--- config.mk ---
export PLATFORM = sky130hd
export DESIGN_NAME = mc_control_fsm
export DESIGN_NICKNAME = d
export VERILOG_FILES = /design/src/rtl/mips_pkg.sv /design/src/rtl/mc_control_fsm_alu_op_decode.sv /design/src/rtl/mc_control_fsm.sv
export SDC_FILE = /design/constraint.sdc
export NUM_CORES = 1
export LEC_CHECK = 0
export BUFFER_PORTS_ARGS = -buffer_cell sky130_fd_sc_hd__buf_2
export CAP_MARGIN = 20
export CELL_PAD_IN_SITES_DETAIL_PLACEMENT = 0
export CELL_PAD_IN_SITES_GLOBAL_PLACEMENT = 1
export CORE_MARGIN = 2
export CORE_UTILIZATION = 34
export CTS_CLUSTER_SIZE = 24
export DETAILED_ROUTE_END_ITERATION = 10
export PLACE_DENSITY = 0.8
export SLEW_MARGIN = 20
export SYNTH_ARGS = -nofsm -noshare
export SYNTH_HDL_FRONTEND = slang
export SYNTH_SLANG_ARGS = --single-unit
export TNS_END_PERCENT = 20
--- constraint.sdc ---
create_clock -name clk -period 4 [get_ports clk]
set_input_delay 0.2 -clock clk [delete_from_list [all_inputs] [get_ports clk]]
set_output_delay 0.2 -clock clk [all_outputs]
set_load 0.005 [all_outputs]
--- src/rtl/mips_pkg.sv ---
// mips_pkg: constants and types shared by the multicycle MIPS control path.
//   ALU_CTRL_*  : 4-bit ALU operation codes consumed by the ALU
//   OP_*        : IR[31:26] opcode values decoded by the control FSM
//   FN_*        : IR[5:0] funct values for R-type instructions
//   state_t     : control FSM state encoding
//   alu_class_t : which rule selects alu_ctrl in the current state
package mips_pkg;

    localparam logic [3:0] ALU_CTRL_AND = 4'b0000;
    localparam logic [3:0] ALU_CTRL_OR  = 4'b0001;
    localparam logic [3:0] ALU_CTRL_ADD = 4'b0010;
    localparam logic [3:0] ALU_CTRL_SUB = 4'b0011;
    localparam logic [3:0] ALU_CTRL_MUL = 4'b0100;

    localparam logic [5:0] OP_RTYPE = 6'h00;
    localparam logic [5:0] OP_LW    = 6'h23;
    localparam logic [5:0] OP_SW    = 6'h2B;
    localparam logic [5:0] OP_BEQ   = 6'h04;
    localparam logic [5:0] OP_ADDI  = 6'h08;
    localparam logic [5:0] OP_ANDI  = 6'h0C;
    localparam logic [5:0] OP_ORI   = 6'h0D;
    localparam logic [5:0] OP_J     = 6'h02;

    localparam logic [5:0] FN_AND = 6'h24;
    localparam logic [5:0] FN_OR  = 6'h25;
    localparam logic [5:0] FN_ADD = 6'h20;
    localparam logic [5:0] FN_SUB = 6'h22;
    localparam logic [5:0] FN_MUL = 6'h18;

    typedef enum logic [3:0] {
        RST_IDLE,
        FETCH,
        DECODE,
        MEM_ADDR,
        MEM_RD,
        MEM_WB,
        MEM_WR,
        EXEC_R,
        EXEC_I,
        ALU_WB,
        BRANCH,
        JUMP,
        HALT
    } state_t;

    typedef enum logic [1:0] {
        CLS_ADDR,    // address/PC arithmetic: always ADD
        CLS_RTYPE,   // operation chosen by funct
        CLS_ITYPE,   // operation chosen by opcode
        CLS_BRANCH   // equality compare: SUB
    } alu_class_t;

endpackage

--- src/rtl/mc_control_fsm_alu_op_decode.sv ---
// alu_op_decode: pure combinational opcode/funct/class -> alu_ctrl mapping,
// plus legality of the instruction held in IR.
//   opcode   in  6  IR[31:26]
//   funct    in  6  IR[5:0]
//   op_class in  2  selection rule for the current control state
//   alu_ctrl out 4  ALU operation code
//   illegal  out 1  opcode undecoded, or R-type with undecoded funct
module alu_op_decode
    import mips_pkg::*;
(
    input  logic [5:0]  opcode,
    input  logic [5:0]  funct,
    input  alu_class_t  op_class,
    output logic [3:0]  alu_ctrl,
    output logic        illegal
);

    logic [3:0] rtype_ctrl;
    logic       rtype_ok;
    logic [3:0] itype_ctrl;
    logic       op_ok;

    always_comb begin
        rtype_ctrl = ALU_CTRL_ADD;
        rtype_ok   = 1'b1;
        case (funct)
            FN_AND:  rtype_ctrl = ALU_CTRL_AND;
            FN_OR:   rtype_ctrl = ALU_CTRL_OR;
            FN_ADD:  rtype_ctrl = ALU_CTRL_ADD;
            FN_SUB:  rtype_ctrl = ALU_CTRL_SUB;
            FN_MUL:  rtype_ctrl = ALU_CTRL_MUL;
            default: rtype_ok   = 1'b0;
        endcase
    end

    always_comb begin
        itype_ctrl = ALU_CTRL_ADD;
        case (opcode)
            OP_ANDI: itype_ctrl = ALU_CTRL_AND;
            OP_ORI:  itype_ctrl = ALU_CTRL_OR;
            default: itype_ctrl = ALU_CTRL_ADD;
        endcase
    end

    always_comb begin
        op_ok = 1'b0;
        case (opcode)
            OP_RTYPE, OP_LW, OP_SW, OP_BEQ,
            OP_ADDI, OP_ANDI, OP_ORI, OP_J: op_ok = 1'b1;
            default:                        op_ok = 1'b0;
        endcase
    end

    // funct only matters for R-type; other opcodes reuse those bits as imm
    assign illegal = !op_ok || ((opcode == OP_RTYPE) && !rtype_ok);

    always_comb begin
        alu_ctrl = ALU_CTRL_ADD;
        case (op_class)
            CLS_ADDR:   alu_ctrl = ALU_CTRL_ADD;
            CLS_RTYPE:  alu_ctrl = rtype_ctrl;
            CLS_ITYPE:  alu_ctrl = itype_ctrl;
            CLS_BRANCH: alu_ctrl = ALU_CTRL_SUB;
            default:    alu_ctrl = ALU_CTRL_ADD;
        endcase
    end

endmodule

--- src/rtl/mc_control_fsm.sv ---
// mc_control_fsm: multicycle MIPS control unit. Sequences one instruction
// through 3-5 states, stalling on the memory req/ready handshake.
// Optional macro MC_CONTROL_PERF_EN adds perf_cycles/perf_instrs counters.
//   clk, rst       clock, synchronous active-high reset
//   opcode, funct  IR fields
//   flag_zero      ALU zero flag (branch decision)
//   mem_ready      memory handshake completion
//   mem_req/mem_we/iord                 memory interface controls
//   ir_write/reg_write/reg_dst/mem_to_reg datapath write controls
//   alu_src_a/alu_src_b/alu_ctrl        ALU operand and operation select
//   pc_source/pc_en                     PC update
//   instr_done     one-cycle pulse on the last state of an instruction
//   halted         high in HALT
//   perf_cycles/perf_instrs (MC_CONTROL_PERF_EN only)
module mc_control_fsm
    import mips_pkg::*;
#(
    parameter bit          ILLEGAL_HALT = 1'b1,
    parameter int unsigned ALU_CTRL_W   = 4
) (
    input  logic                  clk,
    input  logic                  rst,
    input  logic [5:0]            opcode,
    input  logic [5:0]            funct,
    input  logic                  flag_zero,
    input  logic                  mem_ready,
    output logic                  mem_req,
    output logic                  mem_we,
    output logic                  iord,
    output logic                  ir_write,
    output logic                  reg_write,
    output logic                  reg_dst,
    output logic                  mem_to_reg,
    output logic                  alu_src_a,
    output logic [1:0]            alu_src_b,
    output logic [ALU_CTRL_W-1:0] alu_ctrl,
    output logic [1:0]            pc_source,
    output logic                  pc_en,
    output logic                  instr_done,
    output logic                  halted
`ifdef MC_CONTROL_PERF_EN
    ,
    output logic [31:0]           perf_cycles,
    output logic [31:0]           perf_instrs
`endif
);

    state_t     state;
    alu_class_t op_class;
    logic [3:0] dec_ctrl;
    logic       illegal;
    logic       use_alu;

    alu_op_decode u_alu_op_decode (
        .opcode   (opcode),
        .funct    (funct),
        .op_class (op_class),
        .alu_ctrl (dec_ctrl),
        .illegal  (illegal)
    );

    always_ff @(posedge clk) begin
        if (rst) begin
            state <= RST_IDLE;
        end else begin
            case (state)
                RST_IDLE: state <= FETCH;
                FETCH:    if (mem_ready) state <= DECODE;
                DECODE: begin
                    if (illegal) begin
                        state <= ILLEGAL_HALT ? HALT : FETCH;
                    end else begin
                        case (opcode)
                            OP_RTYPE:               state <= EXEC_R;
                            OP_LW, OP_SW:           state <= MEM_ADDR;
                            OP_BEQ:                 state <= BRANCH;
                            OP_ADDI, OP_ANDI, OP_ORI: state <= EXEC_I;
                            default:                state <= JUMP;
                        endcase
                    end
                end
                EXEC_R, EXEC_I: state <= ALU_WB;
                ALU_WB:   state <= FETCH;
                MEM_ADDR: state <= (opcode == OP_LW) ? MEM_RD : MEM_WR;
                MEM_RD:   if (mem_ready) state <= MEM_WB;
                MEM_WB:   state <= FETCH;
                MEM_WR:   if (mem_ready) state <= FETCH;
                BRANCH, JUMP: state <= FETCH;
                HALT:     state <= HALT;
                default:  state <= RST_IDLE;
            endcase
        end
    end

    // Outputs follow the state register; ir_write/pc_en in FETCH and
    // instr_done in MEM_WR additionally qualify on mem_ready.
    always_comb begin
        mem_req    = 1'b0;
        mem_we     = 1'b0;
        iord       = 1'b0;
        ir_write   = 1'b0;
        reg_write  = 1'b0;
        reg_dst    = 1'b0;
        mem_to_reg = 1'b0;
        alu_src_a  = 1'b0;
        alu_src_b  = 2'd0;
        pc_source  = 2'd0;
        pc_en      = 1'b0;
        instr_done = 1'b0;
        halted     = 1'b0;
        op_class   = CLS_ADDR;
        use_alu    = 1'b0;
        case (state)
            FETCH: begin
                mem_req   = 1'b1;
                alu_src_b = 2'd1;
                use_alu   = 1'b1;
                ir_write  = mem_ready;
                pc_en     = mem_ready;
            end
            DECODE: begin
                alu_src_b  = 2'd3;
                use_alu    = 1'b1;
                instr_done = illegal && !ILLEGAL_HALT;
            end
            EXEC_R: begin
                alu_src_a = 1'b1;
                op_class  = CLS_RTYPE;
                use_alu   = 1'b1;
            end
            EXEC_I: begin
                alu_src_a = 1'b1;
                alu_src_b = 2'd2;
                op_class  = CLS_ITYPE;
                use_alu   = 1'b1;
            end
            ALU_WB: begin
                reg_write  = 1'b1;
                reg_dst    = (opcode == OP_RTYPE);
                instr_done = 1'b1;
            end
            MEM_ADDR: begin
                alu_src_a = 1'b1;
                alu_src_b = 2'd2;
                use_alu   = 1'b1;
            end
            MEM_RD: begin
                mem_req = 1'b1;
                iord    = 1'b1;
            end
            MEM_WB: begin
                reg_write  = 1'b1;
                mem_to_reg = 1'b1;
                instr_done = 1'b1;
            end
            MEM_WR: begin
                mem_req    = 1'b1;
                mem_we     = 1'b1;
                iord       = 1'b1;
                instr_done = mem_ready;
            end
            BRANCH: begin
                alu_src_a  = 1'b1;
                op_class   = CLS_BRANCH;
                use_alu    = 1'b1;
                pc_source  = 2'd1;
                pc_en      = flag_zero;
                instr_done = 1'b1;
            end
            JUMP: begin
                pc_source  = 2'd2;
                pc_en      = 1'b1;
                instr_done = 1'b1;
            end
            HALT:    halted = 1'b1;
            default: ;
        endcase
    end

    // alu_ctrl is forced to AND (all zeros) in states that do not use the ALU
    assign alu_ctrl = use_alu ? dec_ctrl : '0;

`ifdef MC_CONTROL_PERF_EN
    always_ff @(posedge clk) begin
        if (rst) begin
            perf_cycles <= '0;
            perf_instrs <= '0;
        end else begin
            if (state != RST_IDLE && state != HALT) perf_cycles <= perf_cycles + 32'd1;
            if (instr_done) perf_instrs <= perf_instrs + 32'd1;
        end
    end
`endif

endmodule
==> run_results.csv, run 1 <==
group,metric,value,unit
global_routing,met2_usage,25.0,%
clocking,clk_latency,0.23,ns
final_layout,drive_gt1_share,25.9,%
clocking,cts_max_level,1,
global_routing,grt_usage,16.3,%
setup_path,path_class,"reg -> out",
clocking,tritoncts,"done",
placed_design,io_buffers,33,
timing,fmax,0.476,GHz
clocking,postCtsHoldBufs,0,
timing,period_minus_slack,2.10,ns
yosys,syn_inst,123,
setup_path,startpoint_type,"register",
final_layout,syn_to_final_growth,19.2,%
global_routing,grt_pass1_vias,783,
floorplan,dieArea,2800,um^2
clocking,clock_sinks,4,
power,total_power,0.000190,W
detailed_routing,drtAntennaViolNets,0,
floorplan,die_h,52.9,um
final_layout,layout_commonest_cell,"buf_2",
detailed_routing,routed_wl,2160,um
final_layout,fillers,251,
global_routing,gr-max-usage-layer,"met1",
final_layout,largest_register,"state",
setup_path,critPathBufInv,1,
yosys,ys_ff_latch,4,
power,leakagePower,0.435,nW
setup_path,critical_path_required,3.80,ns
setup_path,critPathArrivalTime,1.90,ns
detailed_routing,via_per_inst,5.38,
floorplan,fp-row-count,17,
timing,worst_slew_pin_slew,0.741,ns
timing,fin_worst_skew,0.00332,ns
setup_path,cpMaxStageDelayCell,"dfxtp_1",
yosys,synth_flop_cell,"dfxtp_1",
timing,drv_slew,0,
timing,fin_setup_tns,0,ns
yosys,synth.net_count,139,
yosys,avgSynthCellArea,6.62,um^2
clocking,cts-buffers-inserted,3,
timing,rsz0062_at_grt,"false",
timing,fin_hold_ws,0.187,ns
placed_design,dp_hpwl,1660,um
final_layout,largest_reg_flops,4,
floorplan,die-width,52.9,um
yosys,synth_edf_count,0,
setup_path,crit_path_end_kind,"primary output",
global_routing,overflow,0,
detailed_routing,dr.first_iter.drc_count,15,
global_routing,met1_usage,25.0,%
floorplan,ios,35,
detailed_routing,drcViolationCount,0,
timing,slew-limit-headroom,50.5,%
timing,worst_slack,1.90,ns
flow_run,drv_cap,0,
setup_path,cp_max_fo,26,
detailed_routing,first_pass_iters,5,
global_routing,grt_antenna_before_repair,0,
global_routing,grt_max_degree,27,
yosys,yosys_warnings,0,
yosys,syn-cell-area,815,um^2
detailed_routing,routedWlPerCell,12.3,um
hold_path,min_from,"rst",
yosys,ys_seq_area_share,9.83,%
setup_path,crit_chain,"nor3b_1, nand2_1, o21ai_0, a22o_1, buf_2",
floorplan,core-area,2230,um^2
timing,setup_viol,0,
setup_path,crit_cells,5,
clocking,post_cts_resized,0,
floorplan,start_util,36.5,%
setup_path,critPathLaunch,"state[2]",
setup_path,r2r_cells,4,
final_layout,num_antenna_cells,0,
run_status,status,"complete, no violations",
setup_path,critical-path-max-stage-delay,0.79,ns
timing,post-route-period-util,52.5,%
power,p_per_area,195,nW/um^2
global_routing,met3_usage,0.565,%
timing,hold_viol,0,
setup_path,crit_family,"flip-flops",
global_routing,grt_first_pass_wirelength,3600,um
yosys,ys_types,51,
final_layout,final_util,43.5,%
clocking,post_cts_buffers,0,
hold_path,hold_path.class,"in -> reg",
final_layout,reg_top3,"state: 4 flops",
placed_design,dp_slack,2.13,ns
hold_path,hold_depth,2,
placed_design,gp_congestion,0.838,
setup_path,regToRegStartpoint,"state[1]",
power,ir_worst_vdd,110,uV
clocking,cts.clk_slew.worst_paths,0.04,ns
clocking,clockRootBuffer,"clkbuf_4",
final_layout,layout_common_cells,"buf_2, nor2_1, nand2_1",
clocking,clock_path_buffers,2,
detailed_routing,vias,941,
yosys,synthArstFlopShare,0,%
final_layout,nets,165,
## synthesized netlist by cell type, types with 2 or more instances
cell type / instances / area [um^2]
nor2_1: 12 / 45.0
nand2_1: 8 / 30.0
a21oi_1: 7 / 35.0
buf_2: 7 / 35.0
nand2b_1: 7 / 43.8
o21ai_0: 6 / 30.0
dfxtp_1: 4 / 80.1
inv_1: 4 / 15.0
nor3b_1: 4 / 30.0
and3_1: 3 / 18.8
nand3_1: 3 / 15.0
nor3_1: 3 / 15.0
nor4_1: 3 / 18.8
o211ai_1: 3 / 22.5
o21bai_1: 3 / 22.5
or3_1: 3 / 18.8
a21o_1: 2 / 15.0
a31oi_1: 2 / 12.5
and2_1: 2 / 12.5
mux2i_1: 2 / 20.0
nor2b_1: 2 / 12.5
o21a_1: 2 / 15.0
o22ai_1: 2 / 12.5
xnor2_1: 2 / 17.5
## cell type report
type,count,area (um^2),area share [%]
multi-input combinational,103,653,67.3
clock buffer,3,22.5,2.32
timing repair buffer,33,165,17.0
inverter,4,15.0,1.55
tap,28,35.0,3.61
sequential,4,80.1,8.25
## path summary, 6_finish.rpt
| path | slack (ns) | to |
|---|---|---|
| max | 1.90 | instr_done |
| min | 0.19 | state[2] |
| max reg2reg | 2.18 | state[3] |
| min reg2reg | 0.93 | state[0] |
## through the flow
stage,cells,instance area (um^2)
6_report,175,971
5_1_grt,175,971
4_1_cts,175,971
3_5_place_dp,172,948
3_3_place_gp,172,948
2_1_floorplan,123,815
## layer usage
metal | wire length (um) | share of wire [%]
met1 | 1120 | 52
met2 | 908 | 42
met3 | 135 | 6.2
met4 | 0 | 0
met5 | 0 | 0
## logic make-up (layout without fill, tap and decap cells)
logic type	count (synthesis)	after routing	synth area share [%]
and+or+nand+nor	59	59	41.5
buffers and inverters	16	40	9.98
adders and majority gates	1	1	1.23
muxes	2	2	2.46
AOI/OAI and AO/OA	38	38	32.4
DFF	4	4	9.83
other	1	1	0.460
xor gates and xnor gates	2	2	2.15
## power by group
part            total, W  leakage (nW)  internal (W)  switching [W]
logic          0.0000811         0.388     0.0000422      0.0000389
clock network  0.0000476        0.0138     0.0000334      0.0000142
registers      0.0000611        0.0328     0.0000434      0.0000177
total           0.000190         0.435      0.000119      0.0000708
Note: power is estimated with default switching activity, not from simulation.
==> run 2, diff against run 1 <==
- CORE_UTILIZATION: 34 -> 28
- PLACE_DENSITY: 0.8 -> 0.7
- clock period: 4 -> 1.9 ns (I/O delays scaled with it)
==> run 2 against run 1 <==
Compared with the run above:
- sequential share of layout area is essentially flat
- register-to-register slack got worse by 1.7 ns
- clock skew down 0.00089 ns
- sequential power increased by 80%
- largest cell class unchanged
- largest power group unchanged
==> run_results.csv, run 2 (synthesis gave the netlist of run 1 again) <==
group,metric,value,unit
power,leakagePower,0.456,nW
setup_path,crit_path_end_kind,"primary output",
floorplan,start_util,29.5,%
clocking,post_cts_buffers,0,
detailed_routing,routed_wl,2450,um
run_status,status,"complete, no violations",
placed_design,placed_area,982,um^2
power,p_clk_share,24.8,%
timing,drv_slew,0,
power,p_per_area,416,nW/um^2
clocking,clock_sinks,4,
final_layout,reg_top3,"state: 4 flops",
hold_path,hold_path.class,"in -> reg",
floorplan,die-width,57.9,um
setup_path,timing.critical_path.to,"alu_ctrl[2]",
final_layout,largest_register,"state",
power,p_sw_share,38.0,%
setup_path,r2r_cells,4,
global_routing,grt_first_pass_wirelength,4040,um
setup_path,startpoint_type,"register",
detailed_routing,dr.first_iter.drc_count,33,
global_routing,overflow,0,
global_routing,grt_max_degree,24,
clocking,postCtsHoldBufs,0,
clocking,cts-buffers-inserted,3,
timing,post-route-period-util,85.8,%
power,ir_worst_vdd,179,uV
final_layout,layout_common_cells,"buf_2, nor2_1, nand2_1",
clocking,clk_latency,0.23,ns
floorplan,ios,35,
final_layout,fillers,312,
floorplan,core-area,2760,um^2
placed_design,dp_hpwl,1910,um
clocking,cts.clk_slew.worst_paths,0.04,ns
timing,fin_setup_tns,0,ns
setup_path,rrSetupSlack,0.46,ns
floorplan,die_h,57.9,um
timing,fmax,0.613,GHz
placed_design,gp_congestion,0.827,
clocking,cts_max_level,1,
global_routing,grt_pass1_vias,856,
setup_path,path_class,"reg -> out",
setup_path,critical_path_required,1.80,ns
setup_path,critPathArrivalTime,1.54,ns
flow_run,drv_cap,0,
setup_path,critical-path-max-stage-delay,0.46,ns
clocking,clockRootBuffer,"clkbuf_4",
final_layout,drive_gt1_share,29.1,%
final_layout,nets,169,
timing,rsz0062_at_grt,"false",
setup_path,cp_max_fo,14,
timing,hold_viol,0,
final_layout,syn_to_final_growth,23.7,%
placed_design,io_buffers,33,
setup_path,cpMaxStageDelayCell,"dfxtp_2",
detailed_routing,drtAntennaViolNets,0,
global_routing,grt_usage,15.0,%
detailed_routing,routedWlPerCell,13.4,um
power,power.internal,0.000260,W
setup_path,reg2reg_to,"state[3]",
timing,period_minus_slack,1.63,ns
global_routing,grt_antenna_before_repair,0,
clocking,tritoncts,"done",
final_layout,num_antenna_cells,0,
clocking,post_cts_resized,0,
final_layout,layout_commonest_cell,"buf_2",
setup_path,regToRegStartpoint,"state[3]",
setup_path,crit_chain,"nor2b_1, and3_1, and4b_1, buf_2",
final_layout,largest_reg_flops,4,
detailed_routing,drcViolationCount,0,
detailed_routing,first_pass_iters,4,
floorplan,dieArea,3360,um^2
power,p_sw,0.000159,W
timing,setup_viol,0,
final_layout,final_area,1010,um^2
timing,fin_worst_skew,0.00242,ns
power,seqPwrFrac,26.3,%
detailed_routing,via_per_inst,5.51,
setup_path,critPathLaunch,"state[0]",
detailed_routing,vias,1003,
power,pwr-share-comb,48.9,%
floorplan,fp-row-count,19,
clocking,clock_path_buffers,2,
[run 2: cell type report]
cell class	count	area (um^2)	area share (%)
Clock buffer	3	22.5	2.24
Inverter	4	15.0	1.49
Multi-Input combinational cell	103	653	64.8
Sequential cell	4	82.6	8.20
Tap cell	31	38.8	3.85
Timing Repair Buffer	37	195	19.4
[run 2: worst min-delay path by stage]
stage,to,cells past startpoint,startpoint
floorplan,state[2],1,rst
global placement,state[2],2,rst
detailed placement,state[2],2,rst
CTS,state[2],2,rst
global route,state[2],2,rst
finish,state[2],2,rst
[run 2: per-stage QoR]
stage                     instances  utilization (%)  total power [W]  setup WS (ns)  hold slack (ns)
after floorplan                 123                -         0.000244          0.617            0.164
after global placement          179             35.6         0.000312          0.323            0.324
after detailed placement        179             35.6         0.000315          0.237            0.322
after CTS                       182             36.4         0.000423        0.00759           0.0757
after global routing            182             36.5         0.000457         0.0800            0.100
final                           182             36.5         0.000419          0.270           0.0854
[run 2: power by group through the flow]
| stage | registers [W] | logic, W | clock network (W) |
|---|---|---|---|
| 3_5_place_dp | 0.000111 | 0.000204 | 0 |
| 6_report | 0.000110 | 0.000205 | 0.000104 |
| 4_1_cts | 0.000110 | 0.000205 | 0.000108 |
| 3_3_place_gp | 0.000110 | 0.000202 | 0 |
| 2_1_floorplan | 0.0000964 | 0.000147 | 0 |
| 5_1_grt | 0.000113 | 0.000229 | 0.000116 |
[run 2: routing by layer]
layer	vias up	wire, um	global-route usage [%]	part of all wire [%]
met1	459	1270	23.2	52
li1	511	-	-	-
met4	0	0	3.99	0
met3	0	110	1.56	4.5
met5	-	0	0	0
met2	33	1070	21.9	44
[run 2: worst max-delay path: cells and delay by family (launching register included)]
kind                   cells  cell delay (ns)
buffers and inverters      1             0.11
DFF                        1             0.46
and+or+nand+nor            3             0.74
